[src/rtl/strobe_nco.sv]
`default_nettype none
// ============================================================================
// Module      : strobe_nco
// Description : Multi-channel phase-accumulator strobe generator. Each
//               channel adds a programmable increment to an accumulator every
//               enabled cycle. The carry out of the accumulator becomes a
//               one-cycle strobe, and the accumulator MSB is a ~50% square
//               wave. The average strobe rate is inc / 2^ACC_W of clk.
// Revision    : 1.0 - initial release
// ----------------------------------------------------------------------------
// Ports
//   clk       in   1            system clock
//   rst       in   1            synchronous active-high reset
//   i_en      in   N_CH         per-channel run enable
//   i_sync    in   1            clears every accumulator (phase alignment)
//   i_wr_en   in   1            increment write strobe
//   i_wr_ch   in   CH_W         channel index for the write
//   i_wr_data in   ACC_W        new increment value
//   o_stb     out  N_CH         per-channel one-cycle strobe (registered carry)
//   o_sq      out  N_CH         per-channel square wave (accumulator MSB)
//   o_inc_rd  out  N_CH*ACC_W   increment registers, channel 0 at the LSBs
// ============================================================================
module strobe_nco #(
    parameter int               N_CH        = 4,
    parameter int               ACC_W       = 16,
    parameter logic [ACC_W-1:0] DEFAULT_INC = 16'h4000,
    parameter int               CH_W        = 2
) (
    input  logic                  clk,
    input  logic                  rst,
    input  logic [N_CH-1:0]       i_en,
    input  logic                  i_sync,
    input  logic                  i_wr_en,
    input  logic [CH_W-1:0]       i_wr_ch,
    input  logic [ACC_W-1:0]      i_wr_data,
    output logic [N_CH-1:0]       o_stb,
    output logic [N_CH-1:0]       o_sq,
    output logic [N_CH*ACC_W-1:0] o_inc_rd
);

    generate
        for (genvar i = 0; i < N_CH; i++) begin : g_ch
            logic [ACC_W-1:0] r_acc;
            logic [ACC_W-1:0] r_inc;
            logic             r_stb;
            logic [ACC_W:0]   w_sum;
            logic             w_wr_hit;

            // One extra bit so the carry out of the accumulator is the strobe.
            assign w_sum = {1'b0, r_acc} + {1'b0, r_inc};

            // Indices at or above N_CH never match any channel, so such
            // writes are dropped without a separate range check.
            assign w_wr_hit = i_wr_en && (i_wr_ch == CH_W'(i));

            always_ff @(posedge clk) begin
                if (rst) begin
                    r_acc <= '0;
                    r_stb <= 1'b0;
                    r_inc <= DEFAULT_INC;
                end else begin
                    // The sum above already uses the current increment, so a
                    // write here takes effect on the next edge and leaves the
                    // phase untouched (phase-continuous retune).
                    if (w_wr_hit) begin
                        r_inc <= i_wr_data;
                    end

                    if (i_sync) begin
                        r_acc <= '0;
                        r_stb <= 1'b0;
                    end else if (i_en[i]) begin
                        {r_stb, r_acc} <= w_sum;
                    end else begin
                        // Disabled: phase holds, no strobe. Re-enabling
                        // resumes from the held phase.
                        r_stb <= 1'b0;
                    end
                end
            end

            assign o_stb[i]                    = r_stb;
            assign o_sq[i]                     = r_acc[ACC_W-1];
            assign o_inc_rd[i*ACC_W +: ACC_W]  = r_inc;
        end
    endgenerate

endmodule
`default_nettype wire
[config.mk]
export PLATFORM = sky130hd
export DESIGN_NAME = strobe_nco
export DESIGN_NICKNAME = d
export VERILOG_FILES = /design/src/rtl/strobe_nco.sv
export SDC_FILE = /design/constraint.sdc
export NUM_CORES = 1
export LEC_CHECK = 0
export BUFFER_PORTS_ARGS = -buffer_cell sky130_fd_sc_hd__buf_2
export CORE_MARGIN = 2
export CORE_UTILIZATION = 40
export DETAILED_ROUTE_END_ITERATION = 7
export SYNTH_ARGS = -nofsm -noshare
export SYNTH_HDL_FRONTEND = slang
export SYNTH_SLANG_ARGS = --single-unit
export TNS_END_PERCENT = 50
[constraint.sdc]
create_clock -name clk -period 3.7 [get_ports clk]
set_clock_uncertainty 0.2 [all_clocks]
set_input_delay 0.185 -clock clk [delete_from_list [all_inputs] [get_ports clk]]
set_output_delay 0.185 -clock clk [all_outputs]
set_load 0.03 [all_outputs]
==> run metrics, run 1 <==
hold path endpoint=g_ch[2].r_acc[14]; per-cell routed wire length=16.2 um; clock-pin transition on the worst setup and hold timing paths=0.06 ns; Routed WL=19900 um; Skew-Pair Late Insertion Delay=0.42 ns; vias in the first global route=6200; Post-synth EDFFs=0; root buffer cell=clkbuf_16; via/cell ratio=5.33; vias after detailed routing=6565; compound-gate portion of the synthesized area=0.216; largest net degree at the start of global routing=42; Worst EP required=3.80 ns; Remaining Overflow, GRT=0; Tmin final=2.95 ns; die span in y=139 um; Initial Utilization=0.407; Total GRT Usage=0.206; CP startpoint=g_ch[1].r_inc[0]; Num CTS Buffers=17; ratio of cells with drive above 1 in the final layout=0.137; CP Max Fanout=4; Worst R2R Setup Slack=0.75 ns; largest stage delay on the critical path=0.43 ns; Synth Area in Simple Gates=0.184; post-CTS setup buffer count=0; Final Hold Violating Endpoints=0; Worst-Margin Slew=1.08 ns; cells after synthesis=896; Final nets=1082; Peak VDD IR=308 uV; first-pass GRT wire length=31900 um; Worst slew margin=0.276; Hold Path Cell Cnt=3; FF-to-FF End=g_ch[1].r_stb; startpoint types=flop; Port-buffer cells=97; post-synthesis mux area share=0.0373; Setup CP Type=flop to flop; crit path DAT=3.05 ns; most frequent cells in the layout=nand2_1 (167), dfxtp_1 (132), a21oi_1 (106); synth warn=0; Post-Syn Area=7280 sq um; Max Cap Viol=0; Avg Inst Size Synth=8.13 sq um; fin crit share=0.798; hold_sp=i_en[2]; count of cell types in the netlist=58; status=completed; Static Leak=3.91 nW; Critical Path End Type=flop; Post-Synth Adder-Cell Area=0.121; CTS tree=built; Syn Nets=990; Fmax=339 MHz; GPL Wtd Cong=0.895; commonest non-fill, non-tap cell in the layout=nand2_1; initial antenna violation count=3; Clock Tree Buf Depth=2; DRT antenna net count=0; CP dominant cell by count=a211o_1; RSZ-0062 raised after global routing=no; IO Pins=98; cell count of the worst reg-to-reg path=9; Sum Neg Setup Slack=0 ns; DP Wirelength=14400 um; cells along the critical path=ha_1, fa_1, a211o_1, a211oi_2, nor2_1, a211o_1, a221o_1, a211oi_1, nor3_1; Area growth, synth to finish=18.8%; DRC viols=0; Post-synth top flop=dfxtp_1; final setup fails=0; FFs w/ async S/R, synth=0; Tot Pwr=0.00358 W; H-tree Lvls=4; main combinational cell family by area after synthesis=compound AO/OA/AOI/OAI gates; total power density per cell area=413 nW/um^2; max-slew violation count=0; Crit Reg-Reg Startpoint=g_ch[1].r_inc[0]; sequential share of the synthesized area=0.363; TritonCTS Sinks=132; FP Rows=49; Chip Width=139 um; fin util=0.484; First-pass DRT Iterations=5; die footprint=19300 sq um; initial DRC count=376; Core Area=17900 sq um; quantity of gates resized following cts=0; Synth Area in XOR/XNOR=0.0457; Hold WC Path Type=input pin to flop; Yosys reg bits=132; slowest cell on the critical path=fa_1
final cells by class:
cell class	instances	area (sq um)
multi-input combinational	708	4400
clock buffer	20	447
inverter	12	45.0
tap	229	287
clock inverter	12	154
timing repair buffer	117	676
fill	1773	9250
sequential	132	2640
antenna	2	5.00
critical path: cells and delay by family (launching register included):
family | cells | cell delay, ns
AO/OA/AOI/OAI | 5 | 1.44
adder cells (fa/ha/maj) | 2 | 0.67
flip-flops | 1 | 0.32
AND/OR/NAND/NOR | 2 | 0.19
state kept, by name (all words and copies together) (netlist names):
name,count
g_ch.r_stb,4
g_ch.r_inc,64
g_ch.r_acc,64
logic make-up after synthesis:
| group | count (synthesis) |
|---|---|
| AO/OA/AOI/OAI | 257 |
| XOR/XNOR | 38 |
| adder cells (fa/ha/maj) | 68 |
| buffers and inverters | 56 |
| flip-flops | 132 |
| multiplexers | 27 |
| AND/OR/NAND/NOR | 318 |
per-layer routing:
layer | GRT usage | routed length, um | part of all wire | vias up
met2 | 0.325 | 8900 | 0.45 | 143
met1 | 0.281 | 9590 | 0.48 | 3015
met5 | 0 | 13 | 0.00065 | -
li1 | - | - | - | 3382
met4 | 0.0595 | 341 | 0.017 | 2
met3 | 0.0511 | 1090 | 0.055 | 23
worst max path at each step:
| stage | depth (start not counted) | slack [ns] | endpoint |
|---|---|---|---|
| 3_3_place_gp | 9 | 0.81 | g_ch[1].r_stb |
| 2_1_floorplan | 9 | 0.79 | g_ch[1].r_stb |
| 5_1_grt | 9 | 0.64 | g_ch[1].r_stb |
| 4_1_cts | 9 | 0.76 | g_ch[1].r_stb |
| 3_5_place_dp | 9 | 0.76 | g_ch[1].r_stb |
| 6_report | 9 | 0.75 | g_ch[1].r_stb |
report_power, final:
group / total, W / switching [W] / internal [W]
clock: 0.00174 / 0.000658 / 0.00108
sequential: 0.00149 / 0.0000338 / 0.00146
combinational: 0.000348 / 0.000231 / 0.000117
repair_timing:
action / CTS / global route
hold endpoints to repair: 64 / 0
hold buffers: 16 / 0
endpoints found under the setup margin: 0 / 0
per-stage QoR:
| step | hold WS [ns] | setup slack [ns] | std cells | cell area, sq um |
|---|---|---|---|---|
| floorplan | 0.106 | 0.791 | 896 | 7280 |
| global placement | 0.256 | 0.814 | 1182 | 7890 |
| detailed placement | 0.258 | 0.759 | 1182 | 7890 |
| CTS | 0.00280 | 0.758 | 1230 | 8650 |
| global route | 0.0247 | 0.642 | 1231 | 8650 |
| finish | 0.0133 | 0.748 | 1232 | 8660 |
Yosys cell counts (2+ instances only):
master,n,share of area
nand2_1,167,0.086
dfxtp_1,132,0.36
a21oi_1,106,0.073
nor2_1,84,0.043
ha_1,64,0.11
clkbuf_1,31,0.016
a211oi_1,30,0.031
o21ai_1,28,0.019
mux2i_1,26,0.036
xor2_1,22,0.026
a21o_1,18,0.019
nand3_1,18,0.012
xnor2_1,16,0.019
o21ai_0,14,0.0096
and3_1,11,0.0094
a31oi_1,9,0.0077
inv_1,9,0.0046
o21a_1,9,0.0093
buf_4,8,0.0082
nor3_1,8,0.0055
o22ai_1,8,0.0069
nand4_1,6,0.0052
o21bai_1,6,0.0062
a211o_1,5,0.0060
buf_1,5,0.0026
fa_1,4,0.011
nand3b_1,4,0.0041
o211ai_1,4,0.0041
or3_1,4,0.0034
nor2b_1,3,0.0026
o31ai_1,3,0.0031
or2_1,3,0.0026
a21boi_1,2,0.0021
a311o_1,2,0.0027
inv_2,2,0.0010
nor3b_1,2,0.0021
nor4_1,2,0.0017
Note: power is estimated with default switching activity, not from simulation.
==> inputs of run 2 (changes only) <==
Clock period 3.7 ns to 2.8 ns, I/O delays scaled along.
==> run metrics, run 2 (synthesis gave the netlist of run 1 again) <==
IO Pins=98 (unchanged); RSZ-0062 raised after global routing=no; fin crit share=0.959 (+0.161); Remaining Overflow, GRT=0 (unchanged); Crit Reg-Reg Startpoint=g_ch[1].r_acc[0]; Tmin final=2.69 ns (-0.266 ns); Setup CP Type=flop to flop; Static Leak=4.03 nW (+3.2%); Skew-Pair Late Insertion Delay=0.42 ns (about the same); status=completed; FP Rows=49 (unchanged); largest net degree at the start of global routing=33 (-21%); hold path endpoint=g_ch[3].r_acc[14]; CTS tree=built; Core Area=17900 sq um (unchanged); Worst EP required=2.90 ns (-0.90 ns); via/cell ratio=5.43 (+2.0%); cell count of the worst reg-to-reg path=9 (unchanged); Tot Pwr=0.00482 W (+35%); per-cell routed wire length=16.5 um (+1.8%); Routed WL=20700 um (+3.7%); Total GRT Usage=0.215 (+0.00882); initial DRC count=352 (-6.4%); die span in y=139 um (unchanged); FF-to-FF End=g_ch[1].r_stb; DRT antenna net count=0 (unchanged); most frequent cells in the layout=nand2_1 (167), dfxtp_1 (131), a21oi_1 (106); die footprint=19300 sq um (unchanged); H-tree Lvls=4 (unchanged); clock-pin transition on the worst setup and hold timing paths=0.06 ns (about the same); vias in the first global route=6274 (+1.2%); GPL Wtd Cong=0.870 (-2.8%); Hold Path Cell Cnt=3 (unchanged); Final Hold Violating Endpoints=0 (unchanged); initial antenna violation count=1 (-2); ratio of cells with drive above 1 in the final layout=0.162 (+0.0251); Port-buffer cells=97 (unchanged); startpoint types=flop; Worst-Margin Slew=0.666 ns (-0.416 ns); DRC viols=0 (unchanged); vias after detailed routing=6813 (+3.8%); Peak VDD IR=475 uV (+54%); First-pass DRT Iterations=5 (unchanged); first-pass GRT wire length=32700 um (+2.6%); final setup fails=0 (unchanged); Chip Width=139 um (unchanged); Worst R2R Setup Slack=0.11 ns (-0.63 ns); hold_sp=i_en[3]; DP Wirelength=15000 um (+3.7%); Critical Path End Type=flop; Hold WC Path Type=input pin to flop; Worst slew margin=0.554 (+0.278); Fmax=372 MHz (+9.9%); Initial Utilization=0.407 (unchanged); crit path DAT=2.79 ns (-0.26 ns); Num CTS Buffers=17 (unchanged); Clock Tree Buf Depth=2 (unchanged); CP Max Fanout=3 (-1); # fillers=1747 (-1.5%); largest registers=g_ch.r_acc (64), g_ch.r_inc (64), g_ch.r_stb (4); Max Cap Viol=0 (unchanged); # diodes=0 (-2); TritonCTS Sinks=132 (unchanged); Area growth, synth to finish=22.5%; total power density per cell area=541 nW/um^2 (+31%); max-slew violation count=0 (unchanged); Final nets=1106 (+2.2%); root buffer cell=clkbuf_16; commonest non-fill, non-tap cell in the layout=nand2_1; Sum Neg Setup Slack=0 ns (unchanged)
run 2: worst max-delay path by stage:
stage	from	end	cells past startpoint
floorplan	g_ch[0].r_inc[0]	g_ch[0].r_acc[12]	9
global placement	g_ch[1].r_inc[0]	g_ch[1].r_stb	9
detailed placement	g_ch[1].r_inc[0]	g_ch[1].r_stb	9
CTS	g_ch[1].r_inc[0]	g_ch[1].r_stb	9
global route	g_ch[2].r_inc[0]	g_ch[2].r_acc[10]	9
finish	g_ch[1].r_acc[0]	g_ch[1].r_stb	9
run 2: per-stage QoR:
stage	worst slack [ns]	area [sq um]	instances	util	hold WS, ns
floorplan	0.0267	7290	896	-	0.0610
global placement	0.0646	8030	1199	0.448	0.249
detailed placement	0.0432	8030	1199	0.448	0.250
CTS	0.0277	8890	1254	0.496	0.0132
global route	0.000968	8930	1254	0.499	0.0404
finish	0.114	8930	1254	0.499	0.0238
run 2: worst max-delay path, cell delays in order, from the launching register on:
cell,delay [ns]
dfxtp_1,0.33
ha_4,0.17
fa_2,0.36
a211o_1,0.30
a211oi_2,0.18
nor2_1,0.09
a211o_1,0.29
a221o_1,0.34
a211oi_2,0.22
nor3_1,0.07
run 2: layout make-up:
class / count / area [sq um] / share of cell area
clock inverters: 11 / 148 / 0.0165
inverters: 12 / 45.0 / 0.00505
clock buffers: 21 / 480 / 0.0538
well taps: 229 / 287 / 0.0321
flip-flops and latches: 132 / 2640 / 0.296
repair buffers: 141 / 873 / 0.0978
multi-input cells: 708 / 4450 / 0.498
run 2: metal layers:
| metal | GRT usage | wire [um] |
|---|---|---|
| met1 | 0.290 | 9950 |
| met2 | 0.344 | 9390 |
| met3 | 0.0445 | 949 |
| met4 | 0.0707 | 358 |
| met5 | 0 | 11 |
run 2: where the power goes:
part | leakage, nW | internal, W | switching (W)
Clock | 0.298 | 0.00150 | 0.000874
Sequential | 1.07 | 0.00192 | 0.0000436
Combinational | 2.66 | 0.000170 | 0.000315
run 2: what timing repair did:
item | CTS | global route
buffers inserted | 0 | 0
gates resized for setup | 0 | 8
hold endpoints to repair | 78 | 0
setup endpoints to repair | 0 | 9
hold buffers | 23 | 0
==> inputs of run 3 (changes only) <==
Settings changed: CELL_PAD_IN_SITES_DETAIL_PLACEMENT set to 1, CELL_PAD_IN_SITES_GLOBAL_PLACEMENT set to 2, CORE_UTILIZATION 40 to 34, HOLD_SLACK_MARGIN set to 0.02, PLACE_DENSITY_LB_ADDON set to 0.1.
==> run metrics, run 3 (synthesis gave the netlist of run 1 again) <==
ratio of cells with drive above 1 in the final layout=0.166 (+0.00374); Remaining Overflow, GRT=0 (unchanged); Tot Pwr=0.00493 W (+2.1%); Chip Width=150 um (+8.2%); die footprint=22600 sq um (+17%); largest registers=g_ch.r_acc (64), g_ch.r_inc (64), g_ch.r_stb (4); commonest non-fill, non-tap cell in the layout=nand2_1; startpoint types=flop; fin util=0.428 (-0.0708); Num CTS Buffers=17 (unchanged); initial antenna violation count=0 (-1); final hold slack=0.0243 ns (+0.000520 ns); per-cell routed wire length=18.0 um (+9.2%); TritonCTS Sinks=132 (unchanged); # diodes=0 (unchanged); final setup fails=0 (unchanged); FP Rows=53 (+8.2%); Worst-Margin Slew=0.773 ns (+0.106 ns); Hold WC Path Type=input pin to flop; Setup CP Type=flop to flop; Worst EP required=2.89 ns (about the same); total power density per cell area=548 nW/um^2 (+1.4%); Area growth, synth to finish=23.5%; Max Cap Viol=0 (unchanged); Fmax=372 MHz (about the same); placed cells=1246 (+3.9%); CTS tree=built; Worst slew margin=0.483 (-0.0712); Post-DP Area=8090 sq um (+0.81%); Final nets=1107 (+0.090%); final non-filler cell total=1301 (+3.7%); Port-buffer cells=97 (unchanged); vias after detailed routing=6808 (-0.073%); Clock Tree Buf Depth=2 (unchanged); Initial Utilization=0.347 (-0.0604); root buffer cell=clkbuf_16; clock-pin transition on the worst setup and hold timing paths=0.06 ns (about the same); IO Pins=98 (unchanged); via/cell ratio=5.23 (-3.7%); crit path DAT=2.78 ns (about the same); DRC viols=0 (unchanged); First-pass DRT Iterations=4 (-1); CP Max Fanout=2 (-1); max-slew violation count=0 (unchanged); largest net degree at the start of global routing=65 (+97%); status=completed; Skew-Pair Late Insertion Delay=0.42 ns (about the same); initial DRC count=183 (-48%); RSZ-0062 raised after global routing=no; most frequent cells in the layout=nand2_1 (167), dfxtp_1 (131), a21oi_1 (106); Static Leak=4.06 nW (+0.77%); H-tree Lvls=4 (unchanged); Total GRT Usage=0.215 (about the same); fin crit share=0.959 (about the same); Critical Path End Type=flop; Peak VDD IR=380 uV (-20%); DRT antenna net count=0 (unchanged); Routed WL=23400 um (+13%); GPL Wtd Cong=0.788 (-9.4%); vias in the first global route=6888 (+9.8%); Tmin final=2.69 ns (+0.000195 ns); final instance area=8990 sq um (+0.76%); first-pass GRT wire length=37500 um (+14%); Final Hold Violating Endpoints=0 (unchanged); die span in y=150 um (+8.2%); DP Wirelength=17000 um (+14%); # fillers=2532 (+45%); Core Area=21000 sq um (+17%)
[run 3: cell type report]
class / instances / area [sq um] / share of cell area
Multi-Input combinational cell: 708 / 4440 / 0.494
Sequential cell: 132 / 2640 / 0.294
Timing Repair Buffer: 142 / 873 / 0.0971
Clock buffer: 23 / 498 / 0.0554
Tap cell: 275 / 344 / 0.0383
Clock inverter: 9 / 148 / 0.0164
Inverter: 12 / 45.0 / 0.00501
[run 3: critical path, stage by stage, from the launching register on]
cell	delay (ns)
dfxtp_2	0.32
ha_2	0.20
fa_2	0.34
a211o_1	0.29
a211oi_2	0.21
nor2_2	0.08
a211o_1	0.32
a221o_1	0.35
a211oi_2	0.19
nor3_1	0.07
[run 3: final timing paths]
path,cells after the start,startpoint,to,slack (ns)
worst min-delay path,4,rst,g_ch[1].r_acc[10],0.02
worst max-delay path,9,g_ch[1].r_inc[0],g_ch[1].r_stb,0.11
worst min register to register,2,g_ch[2].r_acc[13],g_ch[2].r_acc[13],0.26
worst max register to register,9,g_ch[1].r_inc[0],g_ch[1].r_stb,0.11
[run 3: metal layers]
metal  vias up  global-route usage  share of wire
met3        15              0.0355          0.033
met1      3277               0.296           0.50
met2        96               0.350           0.46
met5         -                   0              0
met4         0              0.0519         0.0095
li1       3420                   -              -
[run 3: per-stage QoR]
stage          setup TNS (ns)  setup WS, ns
2_1_floorplan               0        0.0267
3_3_place_gp                0        0.0355
3_5_place_dp         -0.00683      -0.00683
4_1_cts                     0        0.0160
5_1_grt                     0       0.00628
6_report                    0         0.114
[run 3: what timing repair did]
item	4_1_cts	5_1_grt
hold buffers	20	0
gates resized for setup	3	5
hold endpoints to repair	86	0
endpoints found under the setup margin	1	11
pin swaps	6	4
setup buffers	3	0
[run 3: power breakdown]
group / switching (W) / internal (W) / leakage [nW]
sequential: 0.0000435 / 0.00192 / 1.07
combinational: 0.000323 / 0.000166 / 2.67
clock: 0.000865 / 0.00160 / 0.319
